`src/rtl/stack_bus_pkg.sv`:
```
// Shared definitions for the stack bus master.
// Holds the controller/stack addresses, the increment/decrement command bytes,
// the command op codes, the FSM state encodings and small address helpers.
package stack_bus_pkg;

  localparam logic [15:0] SP0_ADDR    = 16'hFC00;
  localparam logic [15:0] SP1_ADDR    = 16'hFC01;
  localparam logic [15:0] INCDEC_ADDR = 16'hFC02;
  localparam logic [15:0] ENA_ADDR    = 16'hFC03;
  localparam logic [15:0] STACK0_BASE = 16'hC000;
  localparam logic [15:0] STACK1_BASE = 16'hC800;

  // Bytes written to the inc/dec register: each one clears exactly one bit.
  localparam logic [7:0] INC0_BYTE = 8'hFE;
  localparam logic [7:0] INC1_BYTE = 8'hFD;
  localparam logic [7:0] DEC0_BYTE = 8'hFB;
  localparam logic [7:0] DEC1_BYTE = 8'hF7;

  localparam logic [2:0] OP_PUSH   = 3'd0;
  localparam logic [2:0] OP_POP    = 3'd1;
  localparam logic [2:0] OP_SET_SP = 3'd2;
  localparam logic [2:0] OP_GET_SP = 3'd3;
  localparam logic [2:0] OP_ENABLE = 3'd4;

  // Command sequencer states (top level).
  typedef enum logic [2:0] {
    ST_IDLE, ST_LAUNCH, ST_BUS1, ST_BUS2, ST_FINISH
  } state_t;

  // Phases of a single bus cycle (bus_cycle_gen).
  typedef enum logic [1:0] {
    PH_IDLE, PH_SETUP, PH_STROBE, PH_HOLD
  } phase_t;

  function automatic logic [15:0] stack_base(input logic sel);
    return sel ? STACK1_BASE : STACK0_BASE;
  endfunction

  function automatic logic [15:0] sp_addr(input logic sel);
    return sel ? SP1_ADDR : SP0_ADDR;
  endfunction

endpackage

```
`src/rtl/stack_bus_master_cycle.sv`:
```
// Single external bus cycle generator: SETUP, STROBE, HOLD.
// Ports:
//   clk, rst        clock, synchronous active-high reset
//   i_start         begin a cycle (taken when idle or in the final HOLD clock)
//   i_is_write      1 = write (n_we strobe, d_oe driven), 0 = read (n_oe strobe)
//   i_addr, i_data  address / write data latched at start
//   i_d_in          bus read data, captured on the last STROBE clock
//   o_a, o_d_out, o_d_oe, o_n_we, o_n_oe   registered bus outputs
//   o_busy          a cycle is in progress
//   o_last          high during the final HOLD clock (one-clock pulse)
//   o_rdata         last captured read data
module bus_cycle_gen
  import stack_bus_pkg::*;
#(
  parameter int SETUP_CYCLES  = 1,
  parameter int STROBE_CYCLES = 2,
  parameter int HOLD_CYCLES   = 1
) (
  input  logic        clk,
  input  logic        rst,
  input  logic        i_start,
  input  logic        i_is_write,
  input  logic [15:0] i_addr,
  input  logic [7:0]  i_data,
  input  logic [7:0]  i_d_in,
  output logic [15:0] o_a,
  output logic [7:0]  o_d_out,
  output logic        o_d_oe,
  output logic        o_n_we,
  output logic        o_n_oe,
  output logic        o_busy,
  output logic        o_last,
  output logic [7:0]  o_rdata
);

  localparam logic [7:0] L_SETUP  = 8'(SETUP_CYCLES - 1);
  localparam logic [7:0] L_STROBE = 8'(STROBE_CYCLES - 1);
  localparam logic [7:0] L_HOLD   = 8'(HOLD_CYCLES - 1);

  phase_t     r_phase, w_phase_nxt;
  logic [7:0] r_cnt, w_cnt_nxt;
  logic       r_wr;
  logic       w_last, w_accept;

  assign w_last   = (r_phase == PH_HOLD) && (r_cnt == L_HOLD);
  // Accepting in the last HOLD clock gives back-to-back cycles with no gap.
  assign w_accept = i_start && ((r_phase == PH_IDLE) || w_last);

  always_comb begin
    w_phase_nxt = r_phase;
    w_cnt_nxt   = r_cnt + 8'd1;
    case (r_phase)
      PH_IDLE:   w_cnt_nxt = '0;
      PH_SETUP:  if (r_cnt == L_SETUP)  begin w_phase_nxt = PH_STROBE; w_cnt_nxt = '0; end
      PH_STROBE: if (r_cnt == L_STROBE) begin w_phase_nxt = PH_HOLD;   w_cnt_nxt = '0; end
      PH_HOLD:   if (w_last)            begin w_phase_nxt = PH_IDLE;   w_cnt_nxt = '0; end
      default:   w_phase_nxt = PH_IDLE;
    endcase
    if (w_accept) begin
      w_phase_nxt = PH_SETUP;
      w_cnt_nxt   = '0;
    end
  end

  always_ff @(posedge clk) begin
    if (rst) begin
      r_phase <= PH_IDLE;
      r_cnt   <= '0;
      r_wr    <= 1'b0;
      o_a     <= '0;
      o_d_out <= '0;
      o_d_oe  <= 1'b0;
      o_n_we  <= 1'b1;
      o_n_oe  <= 1'b1;
      o_rdata <= '0;
    end else begin
      r_phase <= w_phase_nxt;
      r_cnt   <= w_cnt_nxt;
      if (w_accept) begin
        o_a     <= i_addr;
        o_d_out <= i_data;
        o_d_oe  <= i_is_write;
        r_wr    <= i_is_write;
      end else if (w_last) begin
        o_d_oe  <= 1'b0;
      end
      // r_wr is stable whenever STROBE is next, so the strobes stay exclusive.
      o_n_we <= !((w_phase_nxt == PH_STROBE) && r_wr);
      o_n_oe <= !((w_phase_nxt == PH_STROBE) && !r_wr);
      if ((r_phase == PH_STROBE) && (r_cnt == L_STROBE) && !r_wr)
        o_rdata <= i_d_in;
    end
  end

  assign o_busy = (r_phase != PH_IDLE);
  assign o_last = w_last;

endmodule

```
`src/rtl/stack_bus_master.sv`:
```
// CPU-side initiator for the memory-mapped stack controller and stack bank.
// Decodes PUSH/POP/SET_SP/GET_SP/ENABLE into one or two bus cycles.
// Ports:
//   clk, rst                 clock, synchronous active-high reset
//   req, op, sel, wdata      command request (taken while ready=1)
//   ready, done, err, rdata  handshake and result
//   a, d_out, d_oe, d_in     bus address / data
//   n_we, n_oe               active-low write / read strobes
module stack_bus_master
  import stack_bus_pkg::*;
#(
  parameter int SETUP_CYCLES  = 1,
  parameter int STROBE_CYCLES = 2,
  parameter int HOLD_CYCLES   = 1
) (
  input  logic        clk,
  input  logic        rst,
  input  logic        req,
  input  logic [2:0]  op,
  input  logic        sel,
  input  logic [7:0]  wdata,
  output logic        ready,
  output logic        done,
  output logic        err,
  output logic [7:0]  rdata,
  output logic [15:0] a,
  output logic [7:0]  d_out,
  output logic        d_oe,
  input  logic [7:0]  d_in,
  output logic        n_we,
  output logic        n_oe
);

  state_t      r_state, w_state_nxt;
  logic [2:0]  r_op;
  logic        r_sel;
  logic [7:0]  r_wdata;
  logic [7:0]  r_rdata;
  logic        w_start, w_last, w_busy;
  logic        w_two, w_illegal, w_reads, w_is_write;
  logic [15:0] w_addr;
  logic [7:0]  w_data, w_cap;

  // Bus cycle description: LAUNCH issues the first cycle, BUS1 the second.
  always_comb begin
    w_two      = (r_op == OP_PUSH) || (r_op == OP_POP);
    w_illegal  = (r_op > OP_ENABLE);
    w_reads    = (r_op == OP_POP) || (r_op == OP_GET_SP);
    w_addr     = '0;
    w_data     = '0;
    w_is_write = 1'b1;
    if (r_state == ST_LAUNCH) begin
      case (r_op)
        OP_PUSH:   begin w_addr = stack_base(r_sel); w_data = r_wdata; end
        OP_POP:    begin w_addr = INCDEC_ADDR; w_data = r_sel ? DEC1_BYTE : DEC0_BYTE; end
        OP_SET_SP: begin w_addr = sp_addr(r_sel); w_data = r_wdata; end
        OP_GET_SP: begin w_addr = sp_addr(r_sel); w_is_write = 1'b0; end
        OP_ENABLE: begin w_addr = ENA_ADDR; w_data = {7'b0, r_wdata[0]}; end
        default:   ;
      endcase
    end else if (r_op == OP_PUSH) begin
      w_addr = INCDEC_ADDR;
      w_data = r_sel ? INC1_BYTE : INC0_BYTE;
    end else begin
      w_addr     = stack_base(r_sel);
      w_is_write = 1'b0;
    end
  end

  always_comb begin
    w_state_nxt = r_state;
    w_start     = 1'b0;
    case (r_state)
      ST_IDLE:   if (req) w_state_nxt = ST_LAUNCH;
      ST_LAUNCH: begin
        if (w_illegal) begin
          w_state_nxt = ST_FINISH;
        end else if (!w_busy) begin
          w_start     = 1'b1;
          w_state_nxt = ST_BUS1;
        end
      end
      ST_BUS1: begin
        if (w_last) begin
          if (w_two) begin
            w_start     = 1'b1;
            w_state_nxt = ST_BUS2;
          end else begin
            w_state_nxt = ST_FINISH;
          end
        end
      end
      ST_BUS2:   if (w_last) w_state_nxt = ST_FINISH;
      ST_FINISH: w_state_nxt = ST_IDLE;
      default:   w_state_nxt = ST_IDLE;
    endcase
  end

  always_ff @(posedge clk) begin
    if (rst) begin
      r_state <= ST_IDLE;
      r_rdata <= '0;
    end else begin
      r_state <= w_state_nxt;
      if (w_last && (w_state_nxt == ST_FINISH) && w_reads)
        r_rdata <= w_cap;
    end
  end

  // Command fields are data: latched at acceptance, no reset needed.
  always_ff @(posedge clk) begin
    if ((r_state == ST_IDLE) && req) begin
      r_op    <= op;
      r_sel   <= sel;
      r_wdata <= wdata;
    end
  end

  bus_cycle_gen #(
    .SETUP_CYCLES (SETUP_CYCLES),
    .STROBE_CYCLES(STROBE_CYCLES),
    .HOLD_CYCLES  (HOLD_CYCLES)
  ) u_cycle (
    .clk       (clk),
    .rst       (rst),
    .i_start   (w_start),
    .i_is_write(w_is_write),
    .i_addr    (w_addr),
    .i_data    (w_data),
    .i_d_in    (d_in),
    .o_a       (a),
    .o_d_out   (d_out),
    .o_d_oe    (d_oe),
    .o_n_we    (n_we),
    .o_n_oe    (n_oe),
    .o_busy    (w_busy),
    .o_last    (w_last),
    .o_rdata   (w_cap)
  );

  assign ready = (r_state == ST_IDLE);
  assign done  = (r_state == ST_FINISH);
  assign err   = (r_state == ST_FINISH) && w_illegal;
  assign rdata = r_rdata;

endmodule

```
`config.mk`:
```
export PLATFORM = sky130hd
export DESIGN_NAME = stack_bus_master
export DESIGN_NICKNAME = d
export VERILOG_FILES = /design/src/rtl/stack_bus_pkg.sv /design/src/rtl/stack_bus_master_cycle.sv /design/src/rtl/stack_bus_master.sv
export SDC_FILE = /design/constraint.sdc
export NUM_CORES = 1
export LEC_CHECK = 0
export BUFFER_PORTS_ARGS = -buffer_cell sky130_fd_sc_hd__buf_2
export CORE_MARGIN = 1.5
export CORE_UTILIZATION = 47
export CTS_BUF_LIST = sky130_fd_sc_hd__clkbuf_16
export CTS_CLUSTER_DIAMETER = 30
export CTS_CLUSTER_SIZE = 40
export DETAILED_ROUTE_END_ITERATION = 8
export PLACE_DENSITY = 0.69
export SLEW_MARGIN = 5
export SYNTH_ARGS = -nofsm -noshare
export SYNTH_HDL_FRONTEND = slang
export SYNTH_SLANG_ARGS = --single-unit
export TNS_END_PERCENT = 20
```
`constraint.sdc`:
```
create_clock -name clk -period 5.7 [get_ports clk]
set_clock_uncertainty 0.15 [all_clocks]
set_input_delay 0.285 -clock clk [delete_from_list [all_inputs] [get_ports clk]]
set_output_delay 0.285 -clock clk [all_outputs]
set_load 0.01 [all_outputs]
```
==> impl_metrics.tcl <==
set metrics [dict create \
    grtUsageTotal_pct 18.9 \
    clockRootBuffer "clkbuf_16" \
    crit_type "register to register" \
    status "finished, final reports clean" \
    maxCapViolCount 0 \
    crit_required_ps 5720 \
    finalHoldViolations 0 \
    num-fill-cells 492 \
    yosysMostFrequentCell "dfxtp_1" \
    timing.slew.headroom_pct 50.8 \
    synth_area_leader_cell "dfxtp_1" \
    gp_congestion 0.766 \
    synth_top_area_share_pct 34.2 \
    p_per_area_nw_per_um2 312 \
    die_w_um 78.7 \
    tightestPinTransition_ps 731 \
    cp-end-kind "register" \
    finalSetupViolations 0 \
    area_growth_pct 22.5 \
    register_area_um2 1280 \
    die_area_um2 6190 \
    initial_core_util_pct 48.9 \
    leakagePower_nw 1.33 \
    antenna_cells 0 \
    ctsResizeCount 0 \
    num_rows 27 \
    synth_seq_cells 58 \
    io_pins 61 \
    nNetsFinal 354 \
    drtIter0Drc 200 \
    post-cts-setup-buffers 0 \
    multi_input_area_um2 1260 \
    rsz0062_at_grt "false" \
    hold_class "input pin to register" \
    die_height_um 78.7 \
    cts_sinks 58 \
    min_period_over_period_pct 42.8 \
    grt_pass1_vias 1886 \
    cts_max_path_buffers 2 \
    synth_area_leaders "dfxtp_1, edfxtp_1, mux2i_1" \
    grt_max_degree 47 \
    fin_crit_ps 2440 \
    layout_setup_ws_ps 3260 \
    arrival_ps 2460 \
    grt_antenna_before_repair 0 \
    core_area_um2 5510 \
    post-route-drc-count 0 \
    io_buffers 52 \
    vias 2153 \
    synthFlopType "dfxtp_1" \
    drive_gt1_share_pct 22.8 \
    start_kind "register" \
    numCtsBuffers 9 \
    ir_worst_vdd_mv 0.170 \
    ys_top_cells_by_count "dfxtp_1, nor2_1, mux2i_1, nand2b_1" \
    htree_num_levels 3 \
    cts_tree "yes" \
    setup-tns-final_ps 0 \
    fmax_ghz 0.410 \
    drt_pass1_iterations 4 \
    synthCells 273 \
    drtAntennaViolNets 0 \
    clock_latency_ps 320 \
    slew_violations 0 \
    preCtsSetupSlack_ps 3280 \
    synth_edf_count 12 \
    cts_hold_buf 12 \
    ys_seq_area_share_pct 47.6 \
    avgRoutedWirePerCell_um 13.6 \
    yosys_warnings 0 \
    synth_area_um2 2690 \
    syn_avg_cell_area_um2 9.87 \
    synth_cell_types 52 \
    crit_path_max_fanout 15 \
    grt_pass1_wl_um 8980 \
    ys_async_sr_fraction_pct 0 \
    hpwl_um 3540 \
    vias_per_cell 5.32 \
    overflow 0 \
    cts.clk_slew.worst_paths_ps 50 \
    drt_wl_total_um 5490 \
]
==> power by group <==
group / switching (mW) / internal, mW / total [mW]
Clock: 0.173 / 0.287 / 0.460
Combinational: 0.0621 / 0.0466 / 0.109
Sequential: 0.0205 / 0.440 / 0.461
==> cell usage in the layout, fill, tap and decap left out, types with 3 or more instances in the layout <==
cell	netlist	routed
inv_1	6	6
a21oi_1	12	12
nand2b_1	16	16
conb_1	1	8
nand4_1	5	5
a211oi_1	3	3
buf_2	2	52
xor2_1	4	4
clkinv_2	0	5
ha_1	3	3
and2_1	4	4
nor3_1	8	8
mux2i_1	16	16
dfxtp_1	46	46
edfxtp_1	12	12
and3_1	4	4
nor4b_1	3	3
clkbuf_16	0	9
nand2_1	4	4
nand3_1	9	9
nor2_1	23	23
xnor2_1	5	5
o31ai_1	7	7
nand4b_1	9	9
o21ai_0	7	7
dlygate4sd3_1	0	12
nor4_1	3	3
a22oi_1	4	4
==> sequential cells by signal (all words and copies together), names as in the netlist <==
register	flops
u_cycle.o_n_oe	1
u_cycle.o_rdata	8
u_cycle.o_d_oe	1
u_cycle.r_wr	1
rdata	8
u_cycle.o_d_out	8
u_cycle.o_a	5
u_cycle.r_cnt	8
u_cycle.r_phase	2
u_cycle.o_n_we	1
r_state	3
r_sel	1
r_op	3
r_wdata	8
==> per-stage QoR <==
| step | util [%] | cells | power [mW] | instance area [um2] | hold slack [ps] |
|---|---|---|---|---|---|
| 2_1_floorplan | - | 280 | 0.543 | 2720 | 234 |
| 3_3_place_gp | 53.0 | 377 | 0.567 | 2920 | 276 |
| 3_5_place_dp | 53.0 | 377 | 0.569 | 2920 | 285 |
| 4_1_cts | 59.9 | 405 | 1.04 | 3300 | 38.3 |
| 5_1_grt | 59.9 | 405 | 1.07 | 3300 | 54.7 |
| 6_report | 59.9 | 405 | 1.03 | 3300 | 42.8 |
==> final cells by class <==
class                   instances  area share (%)
flip-flops and latches         58            38.8
multi-input cells             189            38.3
repair buffers                 64            11.5
clock buffers                   9            6.83
well taps                      72            2.73
clock inverters                 7            1.10
inverters                       6           0.683
==> per-layer routing <==
| layer | vias up | track usage (%) | wire length, um | part of all wire, % |
|---|---|---|---|---|
| met5 | - | 0 | 0 | 0 |
| met4 | 0 | 9.29 | 80 | 1.5 |
| met3 | 7 | 5.29 | 312 | 5.7 |
| met2 | 72 | 27.0 | 2400 | 44 |
| met1 | 992 | 26.1 | 2700 | 49 |
| li1 | 1082 | - | - | - |
==> worst paths after layout <==
path	startpoint	to	slack, ps	depth (start not counted)
min reg2reg	u_cycle.r_wr$_SDFFE_PP0P_	u_cycle.o_n_we$_SDFF_PP1_	290	1
max reg2reg	r_op[1]$_DFFE_PP_	u_cycle.o_a[13]$_SDFFE_PP0P_	3260	4
max	r_op[1]$_DFFE_PP_	u_cycle.o_a[13]$_SDFFE_PP0P_	3260	4
min	d_in[5]	u_cycle.o_rdata[5]$_SDFFE_PP0P_	40	3
==> logic make-up after synthesis <==
logic type | count (synthesis) | synth area share (%)
AOI/OAI and AO/OA | 45 | 11.0
xor gates and xnor gates | 9 | 2.93
adders and majority gates | 3 | 1.39
buffers and inverters | 33 | 6.50
DFF | 58 | 47.6
muxes | 17 | 6.36
other | 1 | 0.139
and+or+nand+nor | 107 | 24.2
==> worst max-delay path, stage by stage (launching register included) <==
cell and delay, ps:
edfxtp_1 590, or3_1 510, or4_1 740, a21oi_1 240
nor3_1 60
(Power assumes the default switching activity.)
